**src/rtl/ro_puf_challenge_if.sv**
```systemverilog
// rtl/ro_puf_challenge_if.sv - request/response bundle between a controller and the RO-PUF evaluator
interface ro_puf_challenge_if #(
    parameter int NUM_RO    = 8,
    parameter int RESP_BITS = 4
);
    localparam int SEL_W = $clog2(NUM_RO);
    localparam int CH_W  = RESP_BITS * 2 * SEL_W;

    logic                 start;
    logic                 abort;
    logic [CH_W-1:0]      challenge;
    logic                 busy;
    logic                 done;
    logic [RESP_BITS-1:0] response;
    logic [RESP_BITS-1:0] unstable;

    modport master (
        output start, abort, challenge,
        input  busy, done, response, unstable
    );

    modport slave (
        input  start, abort, challenge,
        output busy, done, response, unstable
    );
endinterface

```
**src/rtl/ro_puf_challenge.sv**
```systemverilog
// rtl/ro_puf_challenge.sv - ring-oscillator PUF evaluator: one pairwise edge-count race per response bit
module ro_puf_challenge #(
    parameter int NUM_RO    = 8,
    parameter int RESP_BITS = 4,
    parameter int WIN_CYC   = 64,
    parameter int CNT_W     = 16,
    parameter int MARGIN    = 2
) (
    input  logic              clk,
    input  logic              rst,
    input  logic [NUM_RO-1:0] ro_in,
    ro_puf_challenge_if.slave bus
);
    localparam int SEL_W = $clog2(NUM_RO);
    localparam int CH_W  = RESP_BITS * 2 * SEL_W;
    localparam int K_W   = (RESP_BITS > 1) ? $clog2(RESP_BITS) : 1;
    localparam int WIN_W = $clog2(WIN_CYC);
    localparam logic [CNT_W-1:0] CNT_MAX  = '1;
    localparam logic [CNT_W:0]   MARGIN_V = (CNT_W+1)'(MARGIN);

    typedef enum logic [2:0] {
        S_IDLE,
        S_LOAD,
        S_MEASURE,
        S_COMPARE,
        S_DONE
    } state_t;

    state_t               state_q, state_d;
    logic [NUM_RO-1:0]    sync1_q, sync1_d;
    logic [NUM_RO-1:0]    sync2_q, sync2_d;
    logic [NUM_RO-1:0]    prev_q, prev_d;
    logic [K_W-1:0]       k_q, k_d;
    logic [CH_W-1:0]      ch_q, ch_d;
    logic [SEL_W-1:0]     sel_a_q, sel_a_d;
    logic [SEL_W-1:0]     sel_b_q, sel_b_d;
    logic                 invalid_q, invalid_d;
    logic [CNT_W-1:0]     cnt_a_q, cnt_a_d;
    logic [CNT_W-1:0]     cnt_b_q, cnt_b_d;
    logic                 sat_q, sat_d;
    logic [WIN_W-1:0]     win_q, win_d;
    logic [RESP_BITS-1:0] shadow_resp_q, shadow_resp_d;
    logic [RESP_BITS-1:0] shadow_unst_q, shadow_unst_d;
    logic                 busy_q, busy_d;
    logic                 done_q, done_d;
    logic [RESP_BITS-1:0] response_q, response_d;
    logic [RESP_BITS-1:0] unstable_q, unstable_d;

    logic [NUM_RO-1:0] rise;
    logic [SEL_W-1:0]  idx_a, idx_b;
    logic              pair_bad;
    logic              inc_a, inc_b;
    logic [CNT_W:0]    diff;
    logic              close;

    // Edge detect runs on the synchronized copy, so one count per clean 0->1 of each oscillator.
    assign rise  = sync2_q & ~prev_q;
    assign inc_a = rise[sel_a_q];
    assign inc_b = rise[sel_b_q];

    always_comb begin
        idx_a    = ch_q[int'(k_q) * 2 * SEL_W +: SEL_W];
        idx_b    = ch_q[int'(k_q) * 2 * SEL_W + SEL_W +: SEL_W];
        pair_bad = (idx_a == idx_b) || (int'(idx_a) >= NUM_RO) || (int'(idx_b) >= NUM_RO);
    end

    // Magnitude taken one bit wider than the counters so the subtraction can never wrap.
    always_comb begin
        if (cnt_a_q > cnt_b_q) begin
            diff = {1'b0, cnt_a_q} - {1'b0, cnt_b_q};
        end else begin
            diff = {1'b0, cnt_b_q} - {1'b0, cnt_a_q};
        end
        close = (diff <= MARGIN_V);
    end

    always_comb begin
        sync1_d       = ro_in;
        sync2_d       = sync1_q;
        prev_d        = sync2_q;
        state_d       = state_q;
        k_d           = k_q;
        ch_d          = ch_q;
        sel_a_d       = sel_a_q;
        sel_b_d       = sel_b_q;
        invalid_d     = invalid_q;
        cnt_a_d       = cnt_a_q;
        cnt_b_d       = cnt_b_q;
        sat_d         = sat_q;
        win_d         = win_q;
        shadow_resp_d = shadow_resp_q;
        shadow_unst_d = shadow_unst_q;
        response_d    = response_q;
        unstable_d    = unstable_q;
        done_d        = 1'b0;

        case (state_q)
            S_IDLE: begin
                if (bus.start) begin
                    state_d = S_LOAD;
                    ch_d    = bus.challenge;
                    k_d     = '0;
                end
            end
            S_LOAD: begin
                cnt_a_d   = '0;
                cnt_b_d   = '0;
                sat_d     = 1'b0;
                win_d     = '0;
                sel_a_d   = idx_a;
                sel_b_d   = idx_b;
                invalid_d = pair_bad;
                state_d   = pair_bad ? S_COMPARE : S_MEASURE;
            end
            S_MEASURE: begin
                win_d = win_q + 1'b1;
                if (inc_a && (cnt_a_q != CNT_MAX)) begin
                    cnt_a_d = cnt_a_q + 1'b1;
                end
                if (inc_b && (cnt_b_q != CNT_MAX)) begin
                    cnt_b_d = cnt_b_q + 1'b1;
                end
                sat_d = sat_q | (cnt_a_d == CNT_MAX) | (cnt_b_d == CNT_MAX);
                if (int'(win_q) == WIN_CYC - 1) begin
                    state_d = S_COMPARE;
                end
            end
            S_COMPARE: begin
                shadow_resp_d[k_q] = (cnt_a_q > cnt_b_q);
                shadow_unst_d[k_q] = close | sat_q | invalid_q;
                if (int'(k_q) == RESP_BITS - 1) begin
                    state_d = S_DONE;
                end else begin
                    k_d     = k_q + 1'b1;
                    state_d = S_LOAD;
                end
            end
            S_DONE: begin
                response_d = shadow_resp_q;
                unstable_d = shadow_unst_q;
                done_d     = 1'b1;
                state_d    = S_IDLE;
            end
            default: state_d = S_IDLE;
        endcase

        // Cancel outranks every other transition; published outputs are left alone.
        if (bus.abort && ((state_q == S_LOAD) || (state_q == S_MEASURE) || (state_q == S_COMPARE))) begin
            state_d = S_IDLE;
        end

        busy_d = (state_d == S_LOAD) || (state_d == S_MEASURE) || (state_d == S_COMPARE);
    end

    always_ff @(posedge clk or posedge rst) begin
        if (rst) begin
            state_q       <= S_IDLE;
            sync1_q       <= '0;
            sync2_q       <= '0;
            prev_q        <= '0;
            k_q           <= '0;
            ch_q          <= '0;
            sel_a_q       <= '0;
            sel_b_q       <= '0;
            invalid_q     <= 1'b0;
            cnt_a_q       <= '0;
            cnt_b_q       <= '0;
            sat_q         <= 1'b0;
            win_q         <= '0;
            shadow_resp_q <= '0;
            shadow_unst_q <= '0;
            busy_q        <= 1'b0;
            done_q        <= 1'b0;
            response_q    <= '0;
            unstable_q    <= '0;
        end else begin
            state_q       <= state_d;
            sync1_q       <= sync1_d;
            sync2_q       <= sync2_d;
            prev_q        <= prev_d;
            k_q           <= k_d;
            ch_q          <= ch_d;
            sel_a_q       <= sel_a_d;
            sel_b_q       <= sel_b_d;
            invalid_q     <= invalid_d;
            cnt_a_q       <= cnt_a_d;
            cnt_b_q       <= cnt_b_d;
            sat_q         <= sat_d;
            win_q         <= win_d;
            shadow_resp_q <= shadow_resp_d;
            shadow_unst_q <= shadow_unst_d;
            busy_q        <= busy_d;
            done_q        <= done_d;
            response_q    <= response_d;
            unstable_q    <= unstable_d;
        end
    end

    assign bus.busy     = busy_q;
    assign bus.done     = done_q;
    assign bus.response = response_q;
    assign bus.unstable = unstable_q;
endmodule

```
**src/flat_wrapper.sv**
```systemverilog
// flat-port wrapper written by rule: the top's interface ports become plain ports
module ro_puf_challenge_flat 
#(
    parameter int NUM_RO    = 8,
    parameter int RESP_BITS = 4,
    parameter int WIN_CYC   = 64,
    parameter int CNT_W     = 16,
    parameter int MARGIN    = 2
)
  (clk, rst, ro_in, bus_start, bus_abort, bus_challenge, bus_busy, bus_done, bus_response, bus_unstable);
  ro_puf_challenge_if #(.NUM_RO(NUM_RO), .RESP_BITS(RESP_BITS)) bus_i ();
  input  logic clk;
  input  logic rst;
  input  logic [NUM_RO-1:0] ro_in;
  input wire logic [$bits(bus_i.start)-1:0] bus_start;
  input wire logic [$bits(bus_i.abort)-1:0] bus_abort;
  input wire logic [$bits(bus_i.challenge)-1:0] bus_challenge;
  output wire logic [$bits(bus_i.busy)-1:0] bus_busy;
  output wire logic [$bits(bus_i.done)-1:0] bus_done;
  output wire logic [$bits(bus_i.response)-1:0] bus_response;
  output wire logic [$bits(bus_i.unstable)-1:0] bus_unstable;
  assign bus_i.start = bus_start;
  assign bus_i.abort = bus_abort;
  assign bus_i.challenge = bus_challenge;
  assign bus_busy = bus_i.busy;
  assign bus_done = bus_i.done;
  assign bus_response = bus_i.response;
  assign bus_unstable = bus_i.unstable;
  ro_puf_challenge #(.NUM_RO(NUM_RO), .RESP_BITS(RESP_BITS), .WIN_CYC(WIN_CYC), .CNT_W(CNT_W), .MARGIN(MARGIN)) u_core (.clk(clk), .rst(rst), .ro_in(ro_in), .bus(bus_i));
endmodule
```
**config.mk**
```make
export PLATFORM = sky130hd
export DESIGN_NAME = ro_puf_challenge_flat
export DESIGN_NICKNAME = d
export VERILOG_FILES = /design/src/rtl/ro_puf_challenge_if.sv /design/src/rtl/ro_puf_challenge.sv /design/src/flat_wrapper.sv
export SDC_FILE = /design/constraint.sdc
export NUM_CORES = 1
export LEC_CHECK = 0
export ABC_AREA = 1
export CORE_MARGIN = 5
export CORE_UTILIZATION = 60
export DETAILED_ROUTE_END_ITERATION = 12
export GPL_TIMING_DRIVEN = 0
export HOLD_SLACK_MARGIN = 0.1
export PLACE_DENSITY = 0.8
export SLEW_MARGIN = 25
export SYNTH_ARGS = -nofsm -noshare
export SYNTH_HDL_FRONTEND = slang
export SYNTH_SLANG_ARGS = --single-unit
```
**constraint.sdc**
```tcl
create_clock -name clk -period 4.6 [get_ports clk]
set_clock_uncertainty 0.1 [all_clocks]
set_input_delay 0.69 -clock clk [delete_from_list [all_inputs] [get_ports clk]]
set_output_delay 0.69 -clock clk [all_outputs]
set_load 0.005 [all_outputs]
```
* Yosys cells after proc, flatten, opt, wreduce, memory -nomap -nowiden *
Cells that the tools add are included.
W data, S select, Z words.

storage, ports and cells
  bits in registers = 117
  input bits = 36
  output and inout port bits = 10
  word-level logic and storage cells = 97

cells by class
  add/sub/neg operators = 7
  multipliers = 1
  order comparisons = 6
  eq/ne operators = 16
  shift-type cells = 2
  mux-type cells = 27
  bitwise operators = 6
  reduce and logical (&&, ||, !) cells = 13

operators by type and width
  kind                     count
  $mux W16                 4
  $pmux W16 S2             2
  $shiftx A24 B32 Y3       2
  $sub A16 B16 Y17         2
  $add A16 B1 Y16 const B  2
  $add A32 B3 Y32 const B  1
  $eq A16 B16 Y1 const B   2
  $ne A16 B16 Y1 const B   2
  $le A17 B2 Y1 const B    1
  $mux W17                 1
  $gt A16 B16 Y1           1
  $eq A3 B2 Y1 const B     4
  $mux W3                  4
  $pmux W3 S4              1
  $pmux W6 S2              1
  $and A8 B8 Y8            1
  $bwmux W4                2
  $lt A3 B4 Y1 const B     2
  $not A8 Y8               1
  $add A6 B1 Y6 const B    1
  $bmux W1 S3              2
  $eq A3 B1 Y1 const B     2
  $eq A6 B1 Y1 const B     1
  $mux W1                  5
  other kinds (19)         31

* Depth between registers and ports, before layout *
  depth in word-level cells = 11
  mapped depth = 20
  depth with buffers taken out = 20

* Worst setup path after synthesis *
Ideal clock, no wire load.

  kind = reg2reg
  from = register u_core.cnt_b_q[10]
  to = register u_core.shadow_unst_q[0]
  arrival = 2.153 ns
  required time = 4.435 ns
  path slack = 2.282 ns
  cell stages (with the launch flop) = 16
  buffers on the path = 2
  cell sequence = dfrtp_1 -> inv_1 -> ha_1 -> clkbuf_2 -> a21oi_1 -> o21ai_0 -> a21oi_1 -> nand2_2 -> nand2_2 -> buf_6 -> nand3_1 -> nand2_1 -> nand4_1 -> o21bai_2 -> nand2_1 -> nand2_1

between the ends
  cells in the longest elaborated chain, start to end = 6

ends and longest elaborated chain
  element                                   line                     RTL
  from (decl)                               ro_puf_challenge.sv:39   logic [CNT_W-1:0] cnt_b_q, cnt_b_d;
  from (signal assigned)                    ro_puf_challenge.sv:187  cnt_b_q <= cnt_b_d;
  $sub A16 B16 Y17 (tied with other cells)  ro_puf_challenge.sv:72   diff = {1'b0, cnt_b_q} - {1'b0, cnt_a_q};
  $mux W17 (*)                              ro_puf_challenge.sv:69   if (cnt_a_q > cnt_b_q) begin
  $le A17 B2 Y1 (*)                         ro_puf_challenge.sv:74   close = (diff <= MARGIN_V);
  $or A1 B1 Y1 (*) (2 in a row)             ro_puf_challenge.sv:130  shadow_unst_d[k_q] = close | sat_q | invalid_q;
  $bwmux W4 (*)                             ro_puf_challenge.sv:130
  to (signal assigned)                      ro_puf_challenge.sv:191  shadow_unst_q <= shadow_unst_d;
  to (decl)                                 ro_puf_challenge.sv:43   logic [RESP_BITS-1:0] shadow_unst_q, shadow_unst_d;

Every way passes the cells marked *; elsewhere a longest branch is shown, timed or not.
A chain may end at the register's enable or synchronous reset.

* Worst setup path in the final report *
  from = register u_core.cnt_b_q[12]
  to = register u_core.shadow_unst_q[1]

Same word-level chain as after synthesis.

==> results.py <==
metrics = {
    "status": {
        "status": "completed",
    },
    "floorplan": {
        "die_area_um2": 15550,
        "die_h_um": 124.7,
        "initial_utilization": 0.6034,
        "coreArea_um2": 13090,
        "die_w_um": 124.7,
        "row_count": 42,
        "ios": 46,
    },
    "synth": {
        "synthXorXnorAreaFrac": 0.03217,
        "synth_area_um2": 7895,
        "synth_nets": 1179,
        "synth_top_family_by_area": "simple AND/OR/NAND/NOR gates",
        "seq_area_frac_synth": 0.3708,
        "syn_avg_cell_area_um2": 7.177,
        "ys_types": 46,
        "synthFlopType": "dfrtp_1",
        "ys_ff_latch": 117,
        "synthArstFlopShare": 1.000,
        "synth_compound_area_frac": 0.08970,
        "yosys.area_share.simple": 0.3230,
        "synth_edf_count": 0,
        "synthAdderAreaFrac": 0.07005,
        "ys_warn_count": 0,
        "synthMuxAreaShare": 0.02853,
        "syn_inst": 1100,
    },
    "cts": {
        "cts.clk_slew.worst_paths_ns": 0.06,
        "cts_setup_buffers": 0,
        "hold_buffers": 0,
        "cts_tree": "done",
        "clock_latency_ns": 0.42,
        "cts_buffer_depth": 2,
        "cts_resized": 0,
        "h-tree-depth": 4,
        "cts_sinks": 117,
        "cts_made_buffers": 17,
        "cts-root-buf": "clkbuf_16",
    },
    "global_routing": {
        "grt_pass1_vias": 7114,
        "grt_max_degree": 72,
        "grt_pass1_wl_um": 32960,
        "busiest_layer": "met2",
        "grt_use_met2": 0.4338,
        "antenna_found_initial": 0,
        "met1_usage": 0.3353,
        "use_met3": 0.04160,
        "grt-ovfl-total": 0,
        "track_usage": 0.2582,
    },
    "sta": {
        "fin_setup_tns_ns": 0,
        "rsz0062_at_grt": "false",
        "slew_headroom": 0.4915,
        "slew_viol_final": 0,
        "finalCritPeriodShare": 0.6292,
        "setup_ws_ns": 1.706,
        "worst_slew_pin_slew_ns": 0.7570,
        "max_freq_mhz": 345.5,
        "period_needed_ns": 2.894,
        "setup_viol": 0,
        "hold_viol": 0,
    },
    "cells_and_area": {
        "nNetsFinal": 1244,
        "final_cell_mix": "nand2_1, inv_1, dfrtp_1",
        "areaGrowthSynthToFinish_pct": 16.75,
        "final_common_cell": "nand2_1",
        "n_antenna_cell": 0,
        "final_layout_size_suffix_gt1_frac": 0.08319,
        "nFillCells": 1088,
    },
    "setup_path": {
        "max_stage_delay_ns": 0.48,
        "path_buf_inv": 3,
        "critPathKind": "reg -> reg",
        "reg2reg_slack_ns": 1.71,
        "crit_chain": "inv_1, ha_1, buf_4, a21oi_1, o21ai_0, a21oi_1, nand2_2, nand2_2, buf_6, nand3_1, nand2_1, nand4_1, o21bai_2, nand2_1, nand2_1",
        "end_kind": "flip-flop",
        "cp_top_family": "compound AO/OA/AOI/OAI gates",
        "cp.required_ns": 4.86,
        "critPathArrivalTime_ns": 3.16,
        "worstPathMaxFanout": 10,
        "path_common_cell": "nand2_1",
        "crit_path_start_kind": "flip-flop",
        "slowest_stage": "dfrtp_1",
    },
    "placement": {
        "port_buffers": 45,
        "hpwlAfterDp_um": 14910,
        "place_ws_ns": 1.755,
        "place_congestion": 0.9197,
    },
    "detailed_routing": {
        "routed-via-count": 7403,
        "routed_wl_um": 19600,
        "viasPerCell": 5.468,
        "wl_per_cell_um": 14.47,
        "drtIter0Drc": 717,
        "drc_errors": 0,
        "antenna_left": 0,
        "first_pass_iters": 6,
    },
    "power_and_ir_drop": {
        "p_leak_uw": 0.004705,
        "ir_drop_uv": 560.6,
        "p_per_area_nw_per_um2": 862.0,
        "power.total_uw": 7946,
    },
    "min_path": {
        "hp-class": "reg -> reg",
    },
    "job": {
        "cap_violations": 0,
    },
}
[power breakdown]
group	internal, uW	switching [uW]	total, uW
Sequential	1320	274	1590
Clock	865	518	1380
Combinational	1760	3210	4970
Total	3940	4000	7950
[final cells by class]
cell class	count	area [um2]	area share
buffer	26	132.6	0.01439
timing repair buffer	46	478.0	0.05185
inverter	145	549.3	0.05959
sequential	117	2928	0.3176
clock buffer	17	425.4	0.04615
clock inverter	15	193.9	0.02104
multi-input combinational	812	4290	0.4655
tap	176	220.2	0.02389
[metal layers]
layer | part of all wire | wire, um
met5 | 0 | 0
met4 | 0.025 | 495
met3 | 0.056 | 1107
met2 | 0.48 | 9355
met1 | 0.44 | 8638
[cells in the mapped netlist, types with 4 or more instances]
master | instances | area share
nand2_2 | 6 | 0.0048
nor2_1 | 89 | 0.042
nand2_1 | 343 | 0.16
buf_4 | 5 | 0.0048
inv_1 | 139 | 0.066
o21ai_1 | 4 | 0.0025
xor2_1 | 26 | 0.029
o21ai_0 | 39 | 0.025
mux2_2 | 20 | 0.029
ha_1 | 41 | 0.065
a21oi_1 | 33 | 0.021
nand3b_1 | 4 | 0.0038
nand4_1 | 15 | 0.012
buf_2 | 6 | 0.0038
or2_2 | 4 | 0.0032
nand3_1 | 107 | 0.068
dfrtp_1 | 117 | 0.37
inv_2 | 4 | 0.0019
o22ai_1 | 33 | 0.026
clkbuf_1 | 11 | 0.0052
nor3_1 | 11 | 0.0070
[registers in the layout, indices dropped and copies added (netlist names), 6 cells and up]
signal	flops
u_core.ch_q	24
u_core.cnt_a_q	16
u_core.cnt_b_q	16
u_core.prev_d	8
u_core.prev_q	8
u_core.sync1_q	8
u_core.win_q	6
[metrics by stage]
stage / hold WS (ns) / utilization / cell area [um2] / std cells
final: 0.2493 / 0.7044 / 9218 / 1354
after global routing: 0.2596 / 0.7044 / 9218 / 1354
after CTS: 0.2539 / 0.7044 / 9218 / 1354
after detailed placement: 0.2364 / 0.6571 / 8598 / 1322
after global placement: 0.2312 / 0.6546 / 8566 / 1321
after floorplan: 0.2312 / - / 7895 / 1100
[cells by family (layout without fill, tap and decap cells)]
group | Yosys count | count (layout)
buf+inv | 171 | 249
mux | 20 | 20
simple gates | 596 | 596
flops | 117 | 117
xor+xnor | 29 | 29
fa+ha+maj | 43 | 43
compound gates | 124 | 124
[worst register-to-register path, cell delays in order, from the launching register on]
cell and delay [ns]:
dfrtp_1 0.48, inv_1 0.16, ha_1 0.32, buf_4 0.16, a21oi_1 0.22, o21ai_0 0.17, a21oi_1 0.26, nand2_2 0.09
nand2_2 0.07, buf_6 0.15, nand3_1 0.10, nand2_1 0.06, nand4_1 0.12, o21bai_2 0.23, nand2_1 0.08, nand2_1 0.06
[worst paths after layout]
kind                                                       end  depth (start not counted)                           start
setup reg to reg           u_core.shadow_unst_q[1]$_DFFE_PP0P_                         15  u_core.cnt_b_q[12]$_DFFE_PP0P_
hold reg to reg                     u_core.prev_d[0]$_DFF_PP0_                          0     u_core.sync1_q[0]$_DFF_PP0_
hold / removal                      u_core.prev_d[0]$_DFF_PP0_                          0     u_core.sync1_q[0]$_DFF_PP0_
min in group asynchronous        u_core.cnt_b_q[6]$_DFFE_PP0P_                          2                             rst
setup / recovery           u_core.shadow_unst_q[1]$_DFFE_PP0P_                         15  u_core.cnt_b_q[12]$_DFFE_PP0P_
max in group asynchronous       u_core.cnt_a_q[14]$_DFFE_PP0P_                          3                             rst
Power figures use the tool's default switching activity.
